## src/rtl/fnd_scan_driver.sv

```systemverilog
// rtl/fnd_scan_driver.sv - 4-digit common-anode seven-segment scan driver with frame snapshot and leading-zero blanking
module fnd_scan_driver #(
    parameter int CLK_FREQ = 100_000_000,
    parameter int SCAN_HZ  = 1000,
    parameter int LZ_BLANK = 1
) (
    input  logic       i_clk,
    input  logic       i_reset_n,
    input  logic [3:0] i_1000_value,
    input  logic [3:0] i_100_value,
    input  logic [3:0] i_10_value,
    input  logic [3:0] i_1_value,
    output logic [3:0] o_fndSelect,
    output logic [7:0] o_fndFont
);

    localparam int DIV = CLK_FREQ / SCAN_HZ;
    localparam int CW  = (DIV < 2) ? 1 : $clog2(DIV);
    localparam logic [CW-1:0] LAST = CW'(DIV - 1);
    localparam bit LZ_EN = (LZ_BLANK != 0);

    generate
        if (DIV < 2) begin : g_bad_div
            $error("fnd_scan_driver: CLK_FREQ/SCAN_HZ must be at least 2");
        end
    endgenerate

    typedef enum logic [1:0] {
        S_D0 = 2'd0,
        S_D1 = 2'd1,
        S_D2 = 2'd2,
        S_D3 = 2'd3
    } scan_state_t;

    scan_state_t r_state;
    scan_state_t w_next_state;

    logic [CW-1:0] r_div_cnt;
    logic          w_tick;
    logic [3:0]    r_thou;
    logic [3:0]    r_hund;
    logic [3:0]    r_tens;
    logic [3:0]    r_ones;
    logic          w_blank3;
    logic          w_blank2;
    logic          w_blank1;
    logic [3:0]    w_sel_next;
    logic [7:0]    w_font_next;

    function automatic logic [7:0] f_seg7(input logic [3:0] v);
        logic [7:0] s;
        case (v)
            4'h0: s = 8'hC0;
            4'h1: s = 8'hF9;
            4'h2: s = 8'hA4;
            4'h3: s = 8'hB0;
            4'h4: s = 8'h99;
            4'h5: s = 8'h92;
            4'h6: s = 8'h82;
            4'h7: s = 8'hF8;
            4'h8: s = 8'h80;
            4'h9: s = 8'h90;
            4'hA: s = 8'h88;
            4'hB: s = 8'h83;
            4'hC: s = 8'hC6;
            4'hD: s = 8'hA1;
            4'hE: s = 8'h86;
            default: s = 8'h8E;
        endcase
        return s;
    endfunction

    assign w_tick = (r_div_cnt == LAST);

    always_ff @(posedge i_clk or negedge i_reset_n) begin
        if (!i_reset_n) begin
            r_div_cnt <= '0;
        end else if (w_tick) begin
            r_div_cnt <= '0;
        end else begin
            r_div_cnt <= r_div_cnt + 1'b1;
        end
    end

    always_ff @(posedge i_clk or negedge i_reset_n) begin
        if (!i_reset_n) begin
            r_state <= S_D3;
        end else if (w_tick) begin
            r_state <= w_next_state;
        end
    end

    // Blanking is judged on the frame snapshot so a whole frame is consistent.
    assign w_blank3 = LZ_EN && (r_thou == 4'd0);
    assign w_blank2 = w_blank3 && (r_hund == 4'd0);
    assign w_blank1 = w_blank2 && (r_tens == 4'd0);

    always_comb begin
        w_next_state = r_state;
        w_sel_next   = 4'b1111;
        w_font_next  = 8'hFF;
        case (r_state)
            S_D3: w_next_state = S_D0;
            S_D0: w_next_state = S_D1;
            S_D1: w_next_state = S_D2;
            S_D2: w_next_state = S_D3;
            default: w_next_state = S_D3;
        endcase
        case (w_next_state)
            S_D0: begin
                // Frame start: the ones digit comes from the live input being snapshotted now.
                w_sel_next  = 4'b1110;
                w_font_next = f_seg7(i_1_value);
            end
            S_D1: begin
                w_sel_next  = 4'b1101;
                w_font_next = w_blank1 ? 8'hFF : f_seg7(r_tens);
            end
            S_D2: begin
                w_sel_next  = 4'b1011;
                w_font_next = w_blank2 ? 8'hFF : f_seg7(r_hund);
            end
            default: begin
                w_sel_next  = 4'b0111;
                w_font_next = w_blank3 ? 8'hFF : f_seg7(r_thou);
            end
        endcase
    end

    always_ff @(posedge i_clk or negedge i_reset_n) begin
        if (!i_reset_n) begin
            r_thou <= 4'd0;
            r_hund <= 4'd0;
            r_tens <= 4'd0;
            r_ones <= 4'd0;
        end else if (w_tick && (r_state == S_D3)) begin
            r_thou <= i_1000_value;
            r_hund <= i_100_value;
            r_tens <= i_10_value;
            r_ones <= i_1_value;
        end
    end

    always_ff @(posedge i_clk or negedge i_reset_n) begin
        if (!i_reset_n) begin
            o_fndSelect <= 4'b1111;
            o_fndFont   <= 8'hFF;
        end else if (w_tick) begin
            o_fndSelect <= w_sel_next;
            o_fndFont   <= w_font_next;
        end
    end

endmodule

```

## config.mk

```make
export PLATFORM = sky130hd
export DESIGN_NAME = fnd_scan_driver
export DESIGN_NICKNAME = d
export VERILOG_FILES = /design/src/rtl/fnd_scan_driver.sv
export SDC_FILE = /design/constraint.sdc
export NUM_CORES = 1
export LEC_CHECK = 0
export CAP_MARGIN = 30
export CORE_ASPECT_RATIO = 2
export CORE_MARGIN = 8
export CORE_UTILIZATION = 64
export CTS_BUF_LIST = sky130_fd_sc_hd__clkbuf_8
export DETAILED_ROUTE_END_ITERATION = 16
export PLACE_DENSITY_LB_ADDON = 0.2
export SETUP_SLACK_MARGIN = 0.5
export SLEW_MARGIN = 20
export SYNTH_ARGS = -nofsm -noshare
export SYNTH_HDL_FRONTEND = slang
export SYNTH_SLANG_ARGS = --single-unit
```

## constraint.sdc

```tcl
create_clock -name i_clk -period 3.5 [get_ports i_clk]
set_input_delay 0.525 -clock i_clk [delete_from_list [all_inputs] [get_ports i_clk]]
set_output_delay 0.525 -clock i_clk [all_outputs]
set_load 0.05 [all_outputs]
```

Yosys cells after proc, flatten, opt, wreduce, memory -nomap -nowiden
Memory sizes are Yosys's and may differ from the RTL's.
Index checks and enable logic that the tools add are counted.
{"block": "word_totals", "regBits": 43, "rom_bits": 448, "inputBits": 18, "output_inout_bits": 12, "word_cells": 33, "mem_count": 4}
{"block": "classes", "add_sub_neg": 1, "n_eq_ne": 6, "n_mux": 7, "reduce_logical": 8}
{"name": "(name not given)", "words": 16, "word_bits": 7, "read_ports": 1, "rd_ports_with_merged_regs": 0, "wr": 0, "line_no": "52", "source": "case (v)"}
{"name": "(name not given)", "words": 16, "word_bits": 7, "read_ports": 1, "rd_ports_with_merged_regs": 0, "wr": 0, "line_no": "52"}
{"name": "(name not given)", "words": 16, "word_bits": 7, "read_ports": 1, "rd_ports_with_merged_regs": 0, "wr": 0, "line_no": "52"}
{"name": "(name not given)", "words": 16, "word_bits": 7, "read_ports": 1, "rd_ports_with_merged_regs": 0, "wr": 0, "line_no": "52"}
{"op": "$mux 8", "count": 3}
{"op": "$pmux 8 s3", "count": 1}
{"op": "$add 17x1->17 const B", "count": 1}
{"op": "$eq 17x17->1 const B", "count": 1}
{"op": "$mux 17", "count": 1}
{"op": "$logic_not 4->1", "count": 3}
{"op": "$pmux 4 s3", "count": 1}
{"op": "$pmux 2 s4", "count": 1}
{"op": "$eq 2x2->1 const B", "count": 3}
{"op": "$eq 2x1->1 const B", "count": 2}
{"op": "$logic_not 2->1", "count": 2}
{"op": "$logic_and 1x1->1", "count": 3}

Longest topological paths before layout
{"block": "depth", "ltp_word": 5, "depth_mapped": 8, "mapped_depth_nobuf": 7}

Worst setup path after synthesis
Ideal clock, no wire load.
{"block": "synth_path", "kind": "register to register", "start": "reg r_hund[0]", "end": "reg o_fndFont[3]", "setup_time_ns": 0.072, "t_arrival_ns": 1.915, "t_required_ns": 3.428, "slack_ns": 1.513, "stages_incl_launch_ff": 8, "path_buffers": 0, "synth_period_minus_slack_ns": 1.987, "path_cell_list": "dfrtp_1 -> inv_1 -> ha_1 -> or3b_2 -> nor3_1 -> o311ai_0 -> and3_1 -> o21ai_1"}
{"block": "synth_between", "elab_chain_len": 5, "elab_cells_between_ends": 7, "cone_classes": "3 x mux; 3 x reduce/logical; 1 x memory"}
{"item": "from (decl)", "line_no": "41", "source": "logic [3:0] r_hund;"}
{"item": "from (signal assigned)", "line_no": "138", "source": "r_hund <= i_100_value;"}
{"item": "parallel branches: the longest is 4 deep, another holds $mem_v2 16x7"}
{"item": "$pmux 8 s3 (*)", "line_no": "109", "source": "case (w_next_state)"}
{"item": "to (signal assigned)", "line_no": "150", "source": "o_fndFont <= w_font_next;"}
{"item": "to (decl)", "line_no": "14", "source": "output logic [7:0] o_fndFont"}
Mark *: on every way between the ends.
A chain may end at the register's enable or synchronous reset.

Worst setup path after layout
{"block": "layout_path", "start": "reg r_thou[0]", "end": "reg o_fndFont[3]"}
{"block": "layout_between", "elab_chain_len": 5, "elab_cells_between_ends": 8, "cone_classes": "4 x mux; 3 x reduce/logical; 1 x memory"}
{"item": "from (decl)", "line_no": "40", "source": "logic [3:0] r_thou;"}
{"item": "from (signal assigned)", "line_no": "137", "source": "r_thou <= i_1000_value;"}
{"item": "parallel branches: the longest is 4 deep, another holds $mem_v2 16x7"}
{"item": "$pmux 8 s3 (*)", "line_no": "109"}
Marked as above.

==> out/metrics.yaml <==
cap_violations: 0
dieArea_sq_mm: 0.00735
yosys.area_share.adder: 0.132
slew_viol_final: 0
async_flop_share: 1.00
post_drt_wl_per_cell_um: 17.7
globalplace.congestion: 0.899
synth_compound_area_frac: 0.155
io_buffers: 28
setup_ws_ns: 1.10
power_density_mw_per_mm2: 302
dieWidth_um: 64.8
via_per_inst: 6.14
synth-edff-count: 0
hold_path.class: "in2async"
path_clk_slew_ns: 0.09
hpwl_um: 5130
synthSimpleGateAreaFrac: 0.159
antenna_found_initial: 0
postCtsSetupBuffers: 0
numClockSinks: 42
cp.arrival_ns: 2.63
numCtsBuffers: 5
grt_pass1_wl_um: 11200
critPathLaunchType: "register"
synth.yosys.seq_area_share: 0.351
first_global_vias: 2446
post-route-min-period_ns: 2.40
gr-total-overflow: 0
die-height_um: 114
coreArea_sq_mm: 0.00460
drt_pass1_iterations: 4
clock-root-buffer: "clkbuf_8"
leakagePower_uw: 0.00153
clk_path_buf_depth: 2
cp-end-kind: "register"
netlist_instances: 319
hold_viol: 0
synthMuxAreaShare: 0.112
ys.flop_type: "dfrtp_1"
grt_max_degree: 43
ys_ff_latch: 42
num_vias: 2432
synthTopCellsByArea: "dfrtp_1 (24%), ha_1 (13%), dfstp_2 (11%)"
timing.slew.headroom: 0.508
setup_viol: 0
ioPinCount: 30
num_antenna_cells: 0
ys_warn_count: 0
drc: 0
tightest_slew_ns: 0.738
insertion_delay_ns: 0.30
synth_top_family_by_area: "simple AND/OR/NAND/NOR gates"
rsz0062_at_grt: "false"
yosysTopAreaCell: "dfrtp_1"
drive_above_1_share: 0.132
grt.total_usage: 0.192
cts_resized: 0
fill_cells: 355
outcome: "completed"
synth_xor_xnor_area_share: 0.0403
ys_types: 57
fin_tns_setup_ns: 0
yosysTopAreaCellShare: 0.238
ir_drop_mv: 0.283
start_util: 0.662
htree_levels: 2
synth_fp_nets: 369
fin_nets: 390
finClkSkew_ns: 0.00451
synth_common_cells: "ha_1 (32), dfrtp_1 (29), nand2_1 (29)"
utilization: 0.751
drt-total-wl_um: 7000
post-place-ws_ns: 0.946
critical_path_class: "reg2reg"
syn_area_per_cell_sq_um: 9.54
ant_nets: 0
dr.first_iter.drc_count: 107
syn_to_final_growth_pct: 13.4
path_max_fanout: 7
ctsHoldBuffers: 0
synth_most_common_cell: "ha_1"
cts_tree: "done"
min_period_over_period: 0.685
max_freq_ghz: 0.417
syn_area_sq_mm: 0.00304
num_rows: 35
crit_required_ns: 3.74
[cell families after synthesis]
logic type / after synthesis
DFF: 42
other: 1
buffers and inverters: 36
adders and majority gates: 32
muxes: 27
xor gates and xnor gates: 14
and+or+nand+nor: 95
AOI/OAI and AO/OA: 72
[through the flow]
step	instances	power (uW)	cell area, sq um	hold WS [ns]
global placement	387	645	3320	0.453
finish	396	1040	3450	0.0695
detailed placement	387	650	3320	0.471
floorplan	319	602	3040	0.229
global route	396	1080	3450	0.0819
CTS	395	1050	3430	0.380
[path summary, 6_finish.rpt]
path	slack (ns)	startpoint	cells after the start	to
worst max-delay path	1.10	r_thou[0]$_DFFE_PN0P_	7	o_fndFont[3]$_DFFE_PN1N_
worst min-delay path	0.07	i_reset_n	1	r_hund[1]$_DFFE_PN0P_
worst max register to register	1.10	r_thou[0]$_DFFE_PN0P_	7	o_fndFont[3]$_DFFE_PN1N_
worst min register to register	0.48	o_fndSelect[2]$_DFFE_PN1N_	2	o_fndSelect[2]$_DFFE_PN1N_
max in group asynchronous	2.91	i_reset_n	2	o_fndSelect[1]$_DFFE_PN1N_
min in group i_clk	0.48	o_fndSelect[2]$_DFFE_PN1N_	2	o_fndSelect[2]$_DFFE_PN1N_
[layout by cell type (no fill, tap or decap), drive strengths merged, types with 3 or more instances in the layout]
cell           count
buf                3
a21oi             15
nor2b              6
nand3             11
mux2              14
mux4               4
dfstp             13
nand2             29
xor2               9
clkbuf             5
nor3b              3
dfrtp             29
ha                32
nor2              18
and3               6
xnor2              5
clkdlybuf4s50     27
inv               20
nor3               7
mux2i              9
o21ai             26
o211ai             3
[worst max-delay path, cell delays in order (launching register included)]
cell      delay, ns
dfrtp_1        0.46
inv_1          0.15
ha_1           0.21
or3b_1         0.50
nor3_1         0.41
o311ai_0       0.23
and3_1         0.22
o21ai_1        0.15
[layer usage]
metal / wire length (um) / part of all wire / up-vias / global-route usage
li1: - / - / 1169 / -
met1: 2500 / 0.36 / 1173 / 0.180
met2: 3930 / 0.56 / 66 / 0.362
met3: 275 / 0.039 / 24 / 0.0285
met4: 292 / 0.042 / 0 / 0.129
met5: 0 / 0 / - / 0
[cell type report]
class	instances	area, sq um	share of cell area
Clock inverter	3	45.0	0.0130
Multi-Input combinational cell	241	1820	0.528
Sequential cell	42	1070	0.309
Timing Repair Buffer	30	303	0.0877
Clock buffer	5	68.8	0.0199
Inverter	20	75.1	0.0217
Tap cell	55	68.8	0.0199
[power by group]
part	internal, uW	switching [uW]	total, uW	leakage, uW
Combinational	67.0	65.9	133	0.000979
Clock	212	185	397	0.0000504
Sequential	492	20.8	513	0.000498
Total	772	272	1040	0.00153
[sequential cells by signal, indices dropped and copies added, names as in the netlist]
name,cells
r_state,2
r_thou,4
r_div_cnt,17
r_hund,4
o_fndSelect,4
o_fndFont,7
r_tens,4
Note: power is estimated with default switching activity, not from simulation.
